### config.mk
export PLATFORM = sky130hd
export DESIGN_NAME = rv32_mul_shift_unit_flat
export DESIGN_NICKNAME = d
export VERILOG_FILES = /design/src/rtl/rv32_mul_shift_unit_if.sv /design/src/rtl/rv32_mul_shift_unit.sv /design/src/flat_wrapper.sv
export SDC_FILE = /design/constraint.sdc
export NUM_CORES = 1
export LEC_CHECK = 0
export ABC_AREA = 1
export CORE_MARGIN = 2
export CORE_UTILIZATION = 30
export CTS_BUF_LIST = sky130_fd_sc_hd__clkbuf_16
export CTS_CLUSTER_SIZE = 14
export DETAILED_ROUTE_END_ITERATION = 8
export PLACE_DENSITY = 0.5
export SETUP_SLACK_MARGIN = 0.3
export SYNTH_ARGS = -nofsm -noshare
export SYNTH_HDL_FRONTEND = slang
export SYNTH_SLANG_ARGS = --single-unit
### constraint.sdc
create_clock -name i_clk -period 5.12 [get_ports i_clk]
set_input_delay 0.512 -clock i_clk [delete_from_list [all_inputs] [get_ports i_clk]]
set_output_delay 0.512 -clock i_clk [all_outputs]
set_load 0.02 [all_outputs]
### src/rtl/rv32_mul_shift_unit_if.sv
// Request/result handshake plus multiplier IP port of the shift unit.
// The slave modport is the unit; master is the surrounding pipeline and multiplier.
interface rv32_mul_shift_unit_if #(
   parameter int XLEN  = 32,
   parameter int MUL_W = 16
);
   logic                 i_valid;
   logic                 o_ready;
   logic [2:0]           i_op;
   logic [XLEN-1:0]      i_operand_one;
   logic [XLEN-1:0]      i_operand_two;
   logic                 i_flush;
   logic                 o_valid;
   logic                 i_ready;
   logic [XLEN-1:0]      o_result;
   logic                 o_illegal;
   logic                 o_mul_req;
   logic [MUL_W-1:0]     o_mul_operand_one;
   logic [MUL_W-1:0]     o_mul_operand_two;
   logic                 i_mul_valid;
   logic [2*MUL_W-1:0]   i_mul_result;

   modport slave (
      input  i_valid, i_op, i_operand_one, i_operand_two, i_flush, i_ready,
             i_mul_valid, i_mul_result,
      output o_ready, o_valid, o_result, o_illegal,
             o_mul_req, o_mul_operand_one, o_mul_operand_two
   );

   modport master (
      output i_valid, i_op, i_operand_one, i_operand_two, i_flush, i_ready,
             i_mul_valid, i_mul_result,
      input  o_ready, o_valid, o_result, o_illegal,
             o_mul_req, o_mul_operand_one, o_mul_operand_two
   );
endinterface

### src/rtl/rv32_mul_shift_unit.sv
// Multicycle shift/rotate unit: every shift is a multiply by 2^k, done one
// limb of the double-width extended operand at a time on a narrow multiplier.
module rv32_mul_shift_unit #(
   parameter int XLEN  = 32,
   parameter int MUL_W = 16
) (
   input  logic                 i_clk,
   input  logic                 i_rst_n,
   rv32_mul_shift_unit_if.slave bus
);
   localparam int SHAMT_W = $clog2(XLEN);
   localparam int NLIMB   = 2 * XLEN / MUL_W;
   localparam int IDX_W   = (NLIMB > 2) ? $clog2(NLIMB) : 1;
   localparam int R_W     = (MUL_W > 2) ? $clog2(MUL_W) : 1;
   localparam int W2      = 2 * XLEN;

   localparam logic [2:0] OP_SLL = 3'd0;
   localparam logic [2:0] OP_SRL = 3'd1;
   localparam logic [2:0] OP_SRA = 3'd2;
   localparam logic [2:0] OP_ROL = 3'd3;
   localparam logic [2:0] OP_ROR = 3'd4;

   typedef enum logic [1:0] {
      S_IDLE  = 2'd0,
      S_ISSUE = 2'd1,
      S_GAP   = 2'd2,
      S_DONE  = 2'd3
   } state_e;

   state_e           state_q, state_d;
   logic [2:0]       op_q, op_d;
   logic [W2-1:0]    ext_q, ext_d;
   logic [W2-1:0]    acc_q, acc_d;
   logic [IDX_W-1:0] idx_q, idx_d;
   logic [IDX_W-1:0] j0_q, j0_d;
   logic [MUL_W-1:0] mul_a_q, mul_a_d;
   logic [MUL_W-1:0] mul_b_q, mul_b_d;
   logic [XLEN-1:0]  result_q, result_d;
   logic             illegal_q, illegal_d;

   logic [SHAMT_W-1:0] s_s;
   logic [31:0]        k_s;
   logic [IDX_W-1:0]   j0_s;
   logic [R_W-1:0]     r_s;
   logic               op_illegal_s;
   logic [W2-1:0]      ext_s;
   logic [W2-1:0]      acc_add_s;
   logic [W2-1:0]      acc_sum_s;
   logic [IDX_W-1:0]   last_idx_s;

   function automatic logic [MUL_W-1:0] limb_of(input logic [W2-1:0] ext,
                                                input logic [IDX_W-1:0] idx);
      return MUL_W'(ext >> (32'(idx) * 32'(MUL_W)));
   endfunction

   // Left shifts keep the low half of the product; right shifts the high half;
   // rotates fold the bits pushed out back into the low half.
   function automatic logic [XLEN-1:0] pick_result(input logic [2:0] op,
                                                   input logic [W2-1:0] acc);
      logic [XLEN-1:0] res;
      case (op)
         OP_SLL:         res = acc[XLEN-1:0];
         OP_SRL, OP_SRA: res = acc[W2-1:XLEN];
         OP_ROL, OP_ROR: res = acc[XLEN-1:0] | acc[W2-1:XLEN];
         default:        res = {XLEN{1'b0}};
      endcase
      return res;
   endfunction

   // Accept-time decode of shift amount, power-of-two factor and extension
   always_comb begin
      s_s          = bus.i_operand_two[SHAMT_W-1:0];
      op_illegal_s = (bus.i_op > OP_ROR);
      if ((bus.i_op == OP_SLL) || (bus.i_op == OP_ROL)) begin
         k_s = 32'(s_s);
      end else begin
         k_s = 32'(XLEN) - 32'(s_s);
      end
      j0_s = IDX_W'(k_s / 32'(MUL_W));
      r_s  = R_W'(k_s % 32'(MUL_W));
      if (bus.i_op == OP_SRA) begin
         ext_s = {{XLEN{bus.i_operand_one[XLEN-1]}}, bus.i_operand_one};
      end else begin
         ext_s = {{XLEN{1'b0}}, bus.i_operand_one};
      end
   end

   // Accumulation of one partial product and the last-limb index
   always_comb begin
      acc_add_s  = W2'(bus.i_mul_result) << (32'(idx_q + j0_q) * 32'(MUL_W));
      acc_sum_s  = acc_q + acc_add_s;
      last_idx_s = IDX_W'(NLIMB - 1) - j0_q;
   end

   // Next-state and datapath update
   always_comb begin
      state_d   = state_q;
      op_d      = op_q;
      ext_d     = ext_q;
      acc_d     = acc_q;
      idx_d     = idx_q;
      j0_d      = j0_q;
      mul_a_d   = mul_a_q;
      mul_b_d   = mul_b_q;
      result_d  = result_q;
      illegal_d = illegal_q;
      if (bus.i_flush) begin
         state_d = S_IDLE;
      end else begin
         case (state_q)
            S_IDLE: begin
               if (bus.i_valid) begin
                  op_d      = bus.i_op;
                  ext_d     = ext_s;
                  j0_d      = j0_s;
                  idx_d     = {IDX_W{1'b0}};
                  acc_d     = {W2{1'b0}};
                  illegal_d = op_illegal_s;
                  mul_a_d   = ext_s[MUL_W-1:0];
                  mul_b_d   = MUL_W'(1'b1) << r_s;
                  if (op_illegal_s) begin
                     state_d  = S_DONE;
                     result_d = {XLEN{1'b0}};
                  end else if (s_s == {SHAMT_W{1'b0}}) begin
                     state_d  = S_DONE;
                     result_d = bus.i_operand_one;
                  end else begin
                     state_d = S_ISSUE;
                  end
               end else begin
                  state_d = S_IDLE;
               end
            end
            S_ISSUE: begin
               if (bus.i_mul_valid) begin
                  acc_d = acc_sum_s;
                  idx_d = idx_q + IDX_W'(1'b1);
                  if (idx_q == last_idx_s) begin
                     state_d  = S_DONE;
                     result_d = pick_result(op_q, acc_sum_s);
                  end else begin
                     state_d = S_GAP;
                  end
               end else begin
                  state_d = S_ISSUE;
               end
            end
            S_GAP: begin
               state_d = S_ISSUE;
               mul_a_d = limb_of(ext_q, idx_q);
            end
            S_DONE: begin
               if (bus.i_ready) begin
                  state_d = S_IDLE;
               end else begin
                  state_d = S_DONE;
               end
            end
            default: state_d = S_IDLE;
         endcase
      end
   end

   // State and datapath registers
   always_ff @(posedge i_clk or negedge i_rst_n) begin
      if (!i_rst_n) begin
         state_q   <= S_IDLE;
         op_q      <= 3'd0;
         ext_q     <= {W2{1'b0}};
         acc_q     <= {W2{1'b0}};
         idx_q     <= {IDX_W{1'b0}};
         j0_q      <= {IDX_W{1'b0}};
         mul_a_q   <= {MUL_W{1'b0}};
         mul_b_q   <= {MUL_W{1'b0}};
         result_q  <= {XLEN{1'b0}};
         illegal_q <= 1'b0;
      end else begin
         state_q   <= state_d;
         op_q      <= op_d;
         ext_q     <= ext_d;
         acc_q     <= acc_d;
         idx_q     <= idx_d;
         j0_q      <= j0_d;
         mul_a_q   <= mul_a_d;
         mul_b_q   <= mul_b_d;
         result_q  <= result_d;
         illegal_q <= illegal_d;
      end
   end

   assign bus.o_ready           = (state_q == S_IDLE);
   assign bus.o_valid           = (state_q == S_DONE);
   assign bus.o_mul_req         = (state_q == S_ISSUE);
   assign bus.o_mul_operand_one = mul_a_q;
   assign bus.o_mul_operand_two = mul_b_q;
   assign bus.o_result          = result_q;
   assign bus.o_illegal         = illegal_q;
endmodule

### src/flat_wrapper.sv
// flat-port wrapper written by rule: the top's interface ports become plain ports
module rv32_mul_shift_unit_flat 
#(
   parameter int XLEN  = 32,
   parameter int MUL_W = 16
)
  (i_clk, i_rst_n, bus_i_valid, bus_i_op, bus_i_operand_one, bus_i_operand_two, bus_i_flush, bus_i_ready, bus_i_mul_valid, bus_i_mul_result, bus_o_ready, bus_o_valid, bus_o_result, bus_o_illegal, bus_o_mul_req, bus_o_mul_operand_one, bus_o_mul_operand_two);
  rv32_mul_shift_unit_if #(.XLEN(XLEN), .MUL_W(MUL_W)) bus_i ();
  input  logic i_clk;
  input  logic i_rst_n;
  input wire logic [$bits(bus_i.i_valid)-1:0] bus_i_valid;
  input wire logic [$bits(bus_i.i_op)-1:0] bus_i_op;
  input wire logic [$bits(bus_i.i_operand_one)-1:0] bus_i_operand_one;
  input wire logic [$bits(bus_i.i_operand_two)-1:0] bus_i_operand_two;
  input wire logic [$bits(bus_i.i_flush)-1:0] bus_i_flush;
  input wire logic [$bits(bus_i.i_ready)-1:0] bus_i_ready;
  input wire logic [$bits(bus_i.i_mul_valid)-1:0] bus_i_mul_valid;
  input wire logic [$bits(bus_i.i_mul_result)-1:0] bus_i_mul_result;
  output wire logic [$bits(bus_i.o_ready)-1:0] bus_o_ready;
  output wire logic [$bits(bus_i.o_valid)-1:0] bus_o_valid;
  output wire logic [$bits(bus_i.o_result)-1:0] bus_o_result;
  output wire logic [$bits(bus_i.o_illegal)-1:0] bus_o_illegal;
  output wire logic [$bits(bus_i.o_mul_req)-1:0] bus_o_mul_req;
  output wire logic [$bits(bus_i.o_mul_operand_one)-1:0] bus_o_mul_operand_one;
  output wire logic [$bits(bus_i.o_mul_operand_two)-1:0] bus_o_mul_operand_two;
  assign bus_i.i_valid = bus_i_valid;
  assign bus_i.i_op = bus_i_op;
  assign bus_i.i_operand_one = bus_i_operand_one;
  assign bus_i.i_operand_two = bus_i_operand_two;
  assign bus_i.i_flush = bus_i_flush;
  assign bus_i.i_ready = bus_i_ready;
  assign bus_i.i_mul_valid = bus_i_mul_valid;
  assign bus_i.i_mul_result = bus_i_mul_result;
  assign bus_o_ready = bus_i.o_ready;
  assign bus_o_valid = bus_i.o_valid;
  assign bus_o_result = bus_i.o_result;
  assign bus_o_illegal = bus_i.o_illegal;
  assign bus_o_mul_req = bus_i.o_mul_req;
  assign bus_o_mul_operand_one = bus_i.o_mul_operand_one;
  assign bus_o_mul_operand_two = bus_i.o_mul_operand_two;
  rv32_mul_shift_unit #(.XLEN(XLEN), .MUL_W(MUL_W)) u_core (.i_clk(i_clk), .i_rst_n(i_rst_n), .bus(bus_i));
endmodule
# --- Word level (Yosys, flattened, before mapping) ---
# Index checks and enable logic that the tools add are counted.
totals:
  reg_bits: 202
  input_bits: 105
  out_inout_bits: 68
  word_cells: 73
op_classes:
  bitwise: 2
  n_mux: 25
  n_lt_le_gt_ge: 1
  reduce_logical: 13
  n_eq_ne: 14
  add_sub_neg: 5
  shifts: 3
ops:
  columns: ["operator", "n"]
  rows:
  - ["$mux W64", 3]
  - ["$mux W32", 5]
  - ["$pmux W64 S2", 1]
  - ["$pmux W32 S3", 1]
  - ["$add A64 B64 Y64", 1]
  - ["$pmux W32 S2", 1]
  - ["$shl A32 B32 Y64", 1]
  - ["$shr A64 B6 Y16", 1]
  - ["$or A32 B32 Y32", 1]
  - ["$pmux W16 S2", 1]
  - ["$mux W16", 1]
  - ["$mux W2", 8]
  - ["$shl A1 B4 Y16 const A", 1]
  - ["$eq A3 B2 Y1 const B", 4]
  - ["$pmux W2 S4", 1]
  - ["$logic_not A3 Y1", 2]
  - ["$mux W6", 1]
  - ["$reduce_and A3 Y1", 2]
  - ["$reduce_and A6 Y1", 1]
  - ["$sub A6 B5 Y6 const A", 1]
  - ["$logic_not A5 Y1", 1]
  - ["$eq A2 B2 Y1 const B", 2]
  - ["$ne A2 B2 Y1 const B", 2]
  - ["$pmux W2 S2", 1]
  - ["17 further kinds", 19]

# --- Depth between registers and ports, before layout ---
# Gate-level depths: netlist (run 1).
logic_depth:
  depth_word: 8
  mapped_depth: 26
  depth_no_buf: 24

# --- Worst setup path after synthesis (run 1) ---
# Ideal clock, no wire load.
synth_path:
  path_kind: "flip-flop to flip-flop"
  startpoint: "register u_core.idx_q[1]"
  endpoint: "register u_core.acc_q[48]"
  t_arrival_ns: 3.531
  stages_incl_launch_ff: 25
  setup_time_ns: 0.118
  n_path_buf: 3
  required_ns: 5.002
  path_slack_ns: 1.471
  period_less_slack_ns: 3.649
  path_cell_list: "dfrtp_1 > inv_1 > clkbuf_1 > fa_1 > nand2_1 > clkbuf_1 > clkbuf_1 > nor2_1 > ha_1 > inv_1 > fa_1 > inv_1 > nand3_1 > nand3_1 > nand2_1 > nand3_1 > nand3_1 > nand2_1 > nand2_1 > nand2_1 > nand2_1 > nand2_1 > nand2_1 > a21oi_1 > a21o_1"
synth_between:
  elab_chain_len: 5
synth_lines:
  columns: ["element", "line_no", "text"]
  rows:
  - ["start: declaration", "rv32_mul_shift_unit.sv:34", "logic [IDX_W-1:0] idx_q, idx_d;"]
  - ["start signal: assignment", "rv32_mul_shift_unit.sv:171", "idx_q <= {IDX_W{1'b0}};"]
  - ["start signal: assignment", "rv32_mul_shift_unit.sv:182", "idx_q <= idx_d;"]
  - ["$add A2 B2 Y3", "rv32_mul_shift_unit.sv:90", "acc_add_s = W2'(bus.i_mul_result) << (32'(idx_q + j0_q) * 32'(MUL_W));"]
  - ["$shl A32 B32 Y64", "rv32_mul_shift_unit.sv:90", null]
  - ["$add A64 B64 Y64", "rv32_mul_shift_unit.sv:91", "acc_sum_s = acc_q + acc_add_s;"]
  - ["$mux W64", "rv32_mul_shift_unit.sv:135", "if (bus.i_mul_valid) begin"]
  - ["$pmux W64 S2", "rv32_mul_shift_unit.sv:110", "case (state_q)"]
  - ["end signal: assignment", "rv32_mul_shift_unit.sv:170", "acc_q <= {W2{1'b0}};"]
  - ["end: declaration", "rv32_mul_shift_unit.sv:33", "logic [W2-1:0] acc_q, acc_d;"]
# Every way passes these cells. The select of a mux whose other input is x is not followed.
# A chain may end at the register's enable or synchronous reset.

# --- Worst setup path in the final report (run 1) ---
layout_path:
  startpoint: "register u_core.j0_q[0]"
  endpoint: "register u_core.result_q[8], in the netlist u_core.bus.o_result[8]"
layout_between:
  elab_chain_len: 8
  word_cells_on_any_way: 12
  classes_between: "add/sub (3); eq/ne (2); shift (1); mux (4); bitwise (1); reduce/logical (1)"
layout_lines:
  columns: ["element", "line_no", "text"]
  rows:
  - ["start: declaration", "rv32_mul_shift_unit.sv:35", "logic [IDX_W-1:0] j0_q, j0_d;"]
  - ["start signal: assignment", "rv32_mul_shift_unit.sv:172", "j0_q <= {IDX_W{1'b0}};"]
  - ["start signal: assignment", "rv32_mul_shift_unit.sv:183", "j0_q <= j0_d;"]
  - ["$add A2 B2 Y3", "rv32_mul_shift_unit.sv:90", null]
  - ["$shl A32 B32 Y64", "rv32_mul_shift_unit.sv:90", null]
  - ["$add A64 B64 Y64", "rv32_mul_shift_unit.sv:91", null]
  - ["$or A32 B32 Y32", "rv32_mul_shift_unit.sv:64", "OP_ROL, OP_ROR: res = acc[XLEN-1:0] | acc[W2-1:XLEN];"]
  - ["$pmux W32 S3", "rv32_mul_shift_unit.sv:61", "case (op)"]
  - ["$mux W32", "rv32_mul_shift_unit.sv:138", "if (idx_q == last_idx_s) begin"]
  - ["$mux W32", "rv32_mul_shift_unit.sv:135", null]
  - ["$pmux W32 S2", "rv32_mul_shift_unit.sv:110", null]
  - ["end signal: assignment", "rv32_mul_shift_unit.sv:175", "result_q <= {XLEN{1'b0}};"]
  - ["end signal: assignment", "rv32_mul_shift_unit.sv:186", "result_q <= result_d;"]
  - ["end: declaration", "rv32_mul_shift_unit.sv:38", "logic [XLEN-1:0] result_q, result_d;"]
# Parallel ways exist; a longest one is shown, timed or not. The select of a mux whose other input is x is not followed.

==> results.ini, run 1 <==
[route]
drt_iter0_drc=1503
drc=0
wl_per_cell_um=21.1
met3_length_um=4130
num_vias=15000
routed_wl_um=61900
dr_wl_met2_um=27700
firstDrtPassIters=7
routedLengthMet1_um=28500
top_layer_used=met4
vias_per_cell=5.11
drtAntennaViolNets=0

[synth]
synth.most_common_cell=nand2_1
synth_edf_count=0
synthArstFlopShare_pct=100
synth_cell_type_count=43
syn_area_per_cell_um2=6.42
synth_area_mm2=0.0139
synthCells=2158
yosys-top-cells-area=dfrtp_1 (31%), nand2_1 (18%), inv_1 (8.6%)
yosysWarnings=0
yosysTopAreaCell=dfrtp_1
ys_seq_area_share_pct=30.9
synth_nets=2334
ys_top_cells_by_count=nand2_1 (656), inv_1 (319), nor2_1 (216)
synth_flop_cell=dfrtp_1
post-synth-top-area-fraction_pct=30.9
ys_seq_elements=171

[worst_setup_path]
crit_arrival_ns=4.88
reg2reg_depth=20
path_common_cell=nand2_1
crit_required_ns=5.49
crit_buf_inv=3
slowest_stage=fa_1
path_cells=ha_1 > inv_1 > fa_1 > nand2_1 > nor2_1 > ha_1 > inv_1 > fa_1 > inv_1 > nand3_1 > nand3_1 > nand2_1 > nand3_1 > nand4_1 > nand2_1 > nand2_1 > nand3_1 > nand2_1 > o21ai_0 > a21boi_1
cp_top_family=simple AND/OR/NAND/NOR gates
path_class=reg -> reg
worst-path-stages=20
slowest_delay_ns=0.50
crit_start=u_core.j0_q[0]
reg2reg_slack_ns=0.61
path_max_fanout=8
cp-start-kind=flop
critPathCapture=u_core.bus.o_result[8]
critical_path.reg2reg.startpoint=u_core.j0_q[0]
r2r-end=u_core.bus.o_result[8]
end_kind=flop

[floorplanning]
ios=173
fp.dieW_um=219
die_h_um=219
initial_utilization_pct=30.5
rows=78
core_area_mm2=0.0455
die-area_mm2=0.0479

[cts]
clkSinkCount=171
root_buffer=clkbuf_16
cts_tree=yes
htreeDepth=4
holdBufCountCts=0
cts_resized=0
cts_buffer_depth=2
clk_latency_ns=0.50
clkTransAtPathRegs_ns=0.08
postCtsSetupBuffers=0
cts_buffers=17

[worst_hold_path]
min_path_type=in -> async

[finish]
syn_to_final_growth_pct=21.7
ff_latch_area_mm2=0.00428
num-nets-final=2490
multi_input_area_mm2=0.00806
nFillCells=5045
drive_above_1_share_pct=5.03
utilization_pct=37.1

[placement]
dpl.hpwl_um=49100
port_buffers=145
gp_congestion=1.01

[timing]
drv_slew=0
fmax_mhz=222
hold_viol=0
period_share_pct=88.2
tightest_slew_ns=1.31
fin_crit_ns=4.51
skew_ns=0.0206
slew_headroom_pct=12.6
finalSetupViolCount=0
tns_ns=0
rsz0062_at_grt=no

[power_and_ir_drop]
comb_power_share_pct=65.2
p_leak_nw=8.54
power_switching_mw=5.43
p_int_mw=4.76
peakVddDrop_mv=0.353
p_clk_share_pct=14.2
switching_share_pct=53.2
p_per_area_mw_per_mm2=604
p_seq_share_pct=20.6

[global_routing]
grt_pass1_wl_um=90700
antenna_found_initial=3
grt_pass1_vias=13900
track_usage_pct=26.0
grt_max_degree=105
overflow=0

[outcome]
status=finished, final reports clean

[job]
max_cap_violations=0

[worst min path at each step]
stage / from / cells past startpoint / end
after CTS: i_rst_n / 1 / u_core.bus.o_mul_operand_two[11]
after floorplan: i_rst_n / 0 / u_core.acc_q[0]
final: i_rst_n / 1 / u_core.bus.o_mul_operand_two[3]
after global placement: u_core.ext_q[24] / 2 / u_core.ext_q[24]
after global routing: i_rst_n / 1 / u_core.bus.o_mul_operand_two[3]
after detailed placement: u_core.ext_q[31] / 2 / u_core.ext_q[31]
[area by class of cell]
| type | count | area share [%] |
|---|---|---|
| multi-input cells | 1594 | 47.8 |
| flip-flops and latches | 171 | 25.4 |
| repair buffers | 205 | 11.4 |
| inverters | 325 | 7.23 |
| well taps | 600 | 4.45 |
| clock buffers | 17 | 2.52 |
| clock inverters | 15 | 1.19 |
| diodes | 2 | 0.0297 |
[per-stage QoR]
| stage | hold slack (ns) | instance area [µm²] | std cells | setup WS, ns | power, mW |
|---|---|---|---|---|---|
| 6_report | 0.0233 | 16900 | 2929 | 0.606 | 10.2 |
| 5_1_grt | 0.0741 | 16900 | 2928 | 0.310 | 10.8 |
| 4_1_cts | 0.0450 | 16900 | 2927 | 0.649 | 10.1 |
| 3_5_place_dp | 0.467 | 16200 | 2895 | 0.670 | 8.62 |
| 3_3_place_gp | 0.467 | 16200 | 2895 | 0.653 | 8.61 |
| 2_1_floorplan | 0.216 | 13900 | 2158 | 1.47 | 5.82 |
[power groups by stage]
stage,Clock (mW),Combinational [mW],Sequential (mW)
after global placement,0,6.50,2.11
final,1.45,6.64,2.10
after detailed placement,0,6.50,2.12
after floorplan,0,3.56,2.25
after global routing,1.54,7.15,2.15
after CTS,1.49,6.54,2.10
[sequential cells by signal (all words and copies together), names as in the netlist]
signal / cells
u_core.op_q: 3
u_core.acc_q: 64
u_core.state_q: 2
u_core.ext_q: 33
u_core.idx_q: 2
u_core.bus.o_mul_operand_one: 16
u_core.bus.o_illegal: 1
u_core.bus.o_result: 32
u_core.j0_q: 2
u_core.bus.o_mul_operand_two: 16
[placed cells by master, fill, tap and decap left out, types with 6 or more instances in the layout]
cell type / synthesis / final
o21ai_0: 164 / 163
a21boi_1: 23 / 23
a22o_1: 19 / 19
ha_1: 69 / 69
a21oi_1: 121 / 121
nand3b_1: 11 / 11
nand2_1: 656 / 656
a32o_1: 12 / 12
xor2_1: 16 / 16
o21bai_1: 7 / 7
inv_1: 319 / 319
nor2_2: 6 / 6
nand3_1: 121 / 121
nor3_1: 17 / 16
o211ai_1: 17 / 17
clkbuf_16: 0 / 17
o22ai_1: 15 / 15
xnor2_1: 7 / 7
a31oi_1: 38 / 38
a21o_1: 11 / 11
buf_4: 0 / 58
nor2_1: 216 / 215
mux2i_1: 14 / 14
clkdlybuf4s50_1: 0 / 144
dfrtp_1: 171 / 171
[routing by layer]
metal	track usage, %	up-vias
met5	0	-
met4	8.13	0
met3	4.86	61
met2	40.0	517
met1	36.8	7088
li1	-	7289
[logic make-up (layout without fill, tap and decap cells)]
| logic type | after synthesis | count (layout) | share of synthesized area [%] |
|---|---|---|---|
| buf+inv | 393 | 562 | 11.1 |
| compound gates | 443 | 443 | 18.7 |
| xor+xnor | 23 | 23 | 1.45 |
| simple gates | 1043 | 1043 | 30.3 |
| mux | 14 | 14 | 1.01 |
| other cells | 0 | 2 | 0 |
| fa+ha+maj | 71 | 71 | 6.52 |
| flops | 171 | 171 | 30.9 |
Note: power is estimated with default switching activity, not from simulation.
==> run 2, diff against run 1 <==
- SKIP_CTS_REPAIR_TIMING: not set -> 1
==> results of run 2 <==
The final DEF is identical to that of run 1; final timing and power are the same.
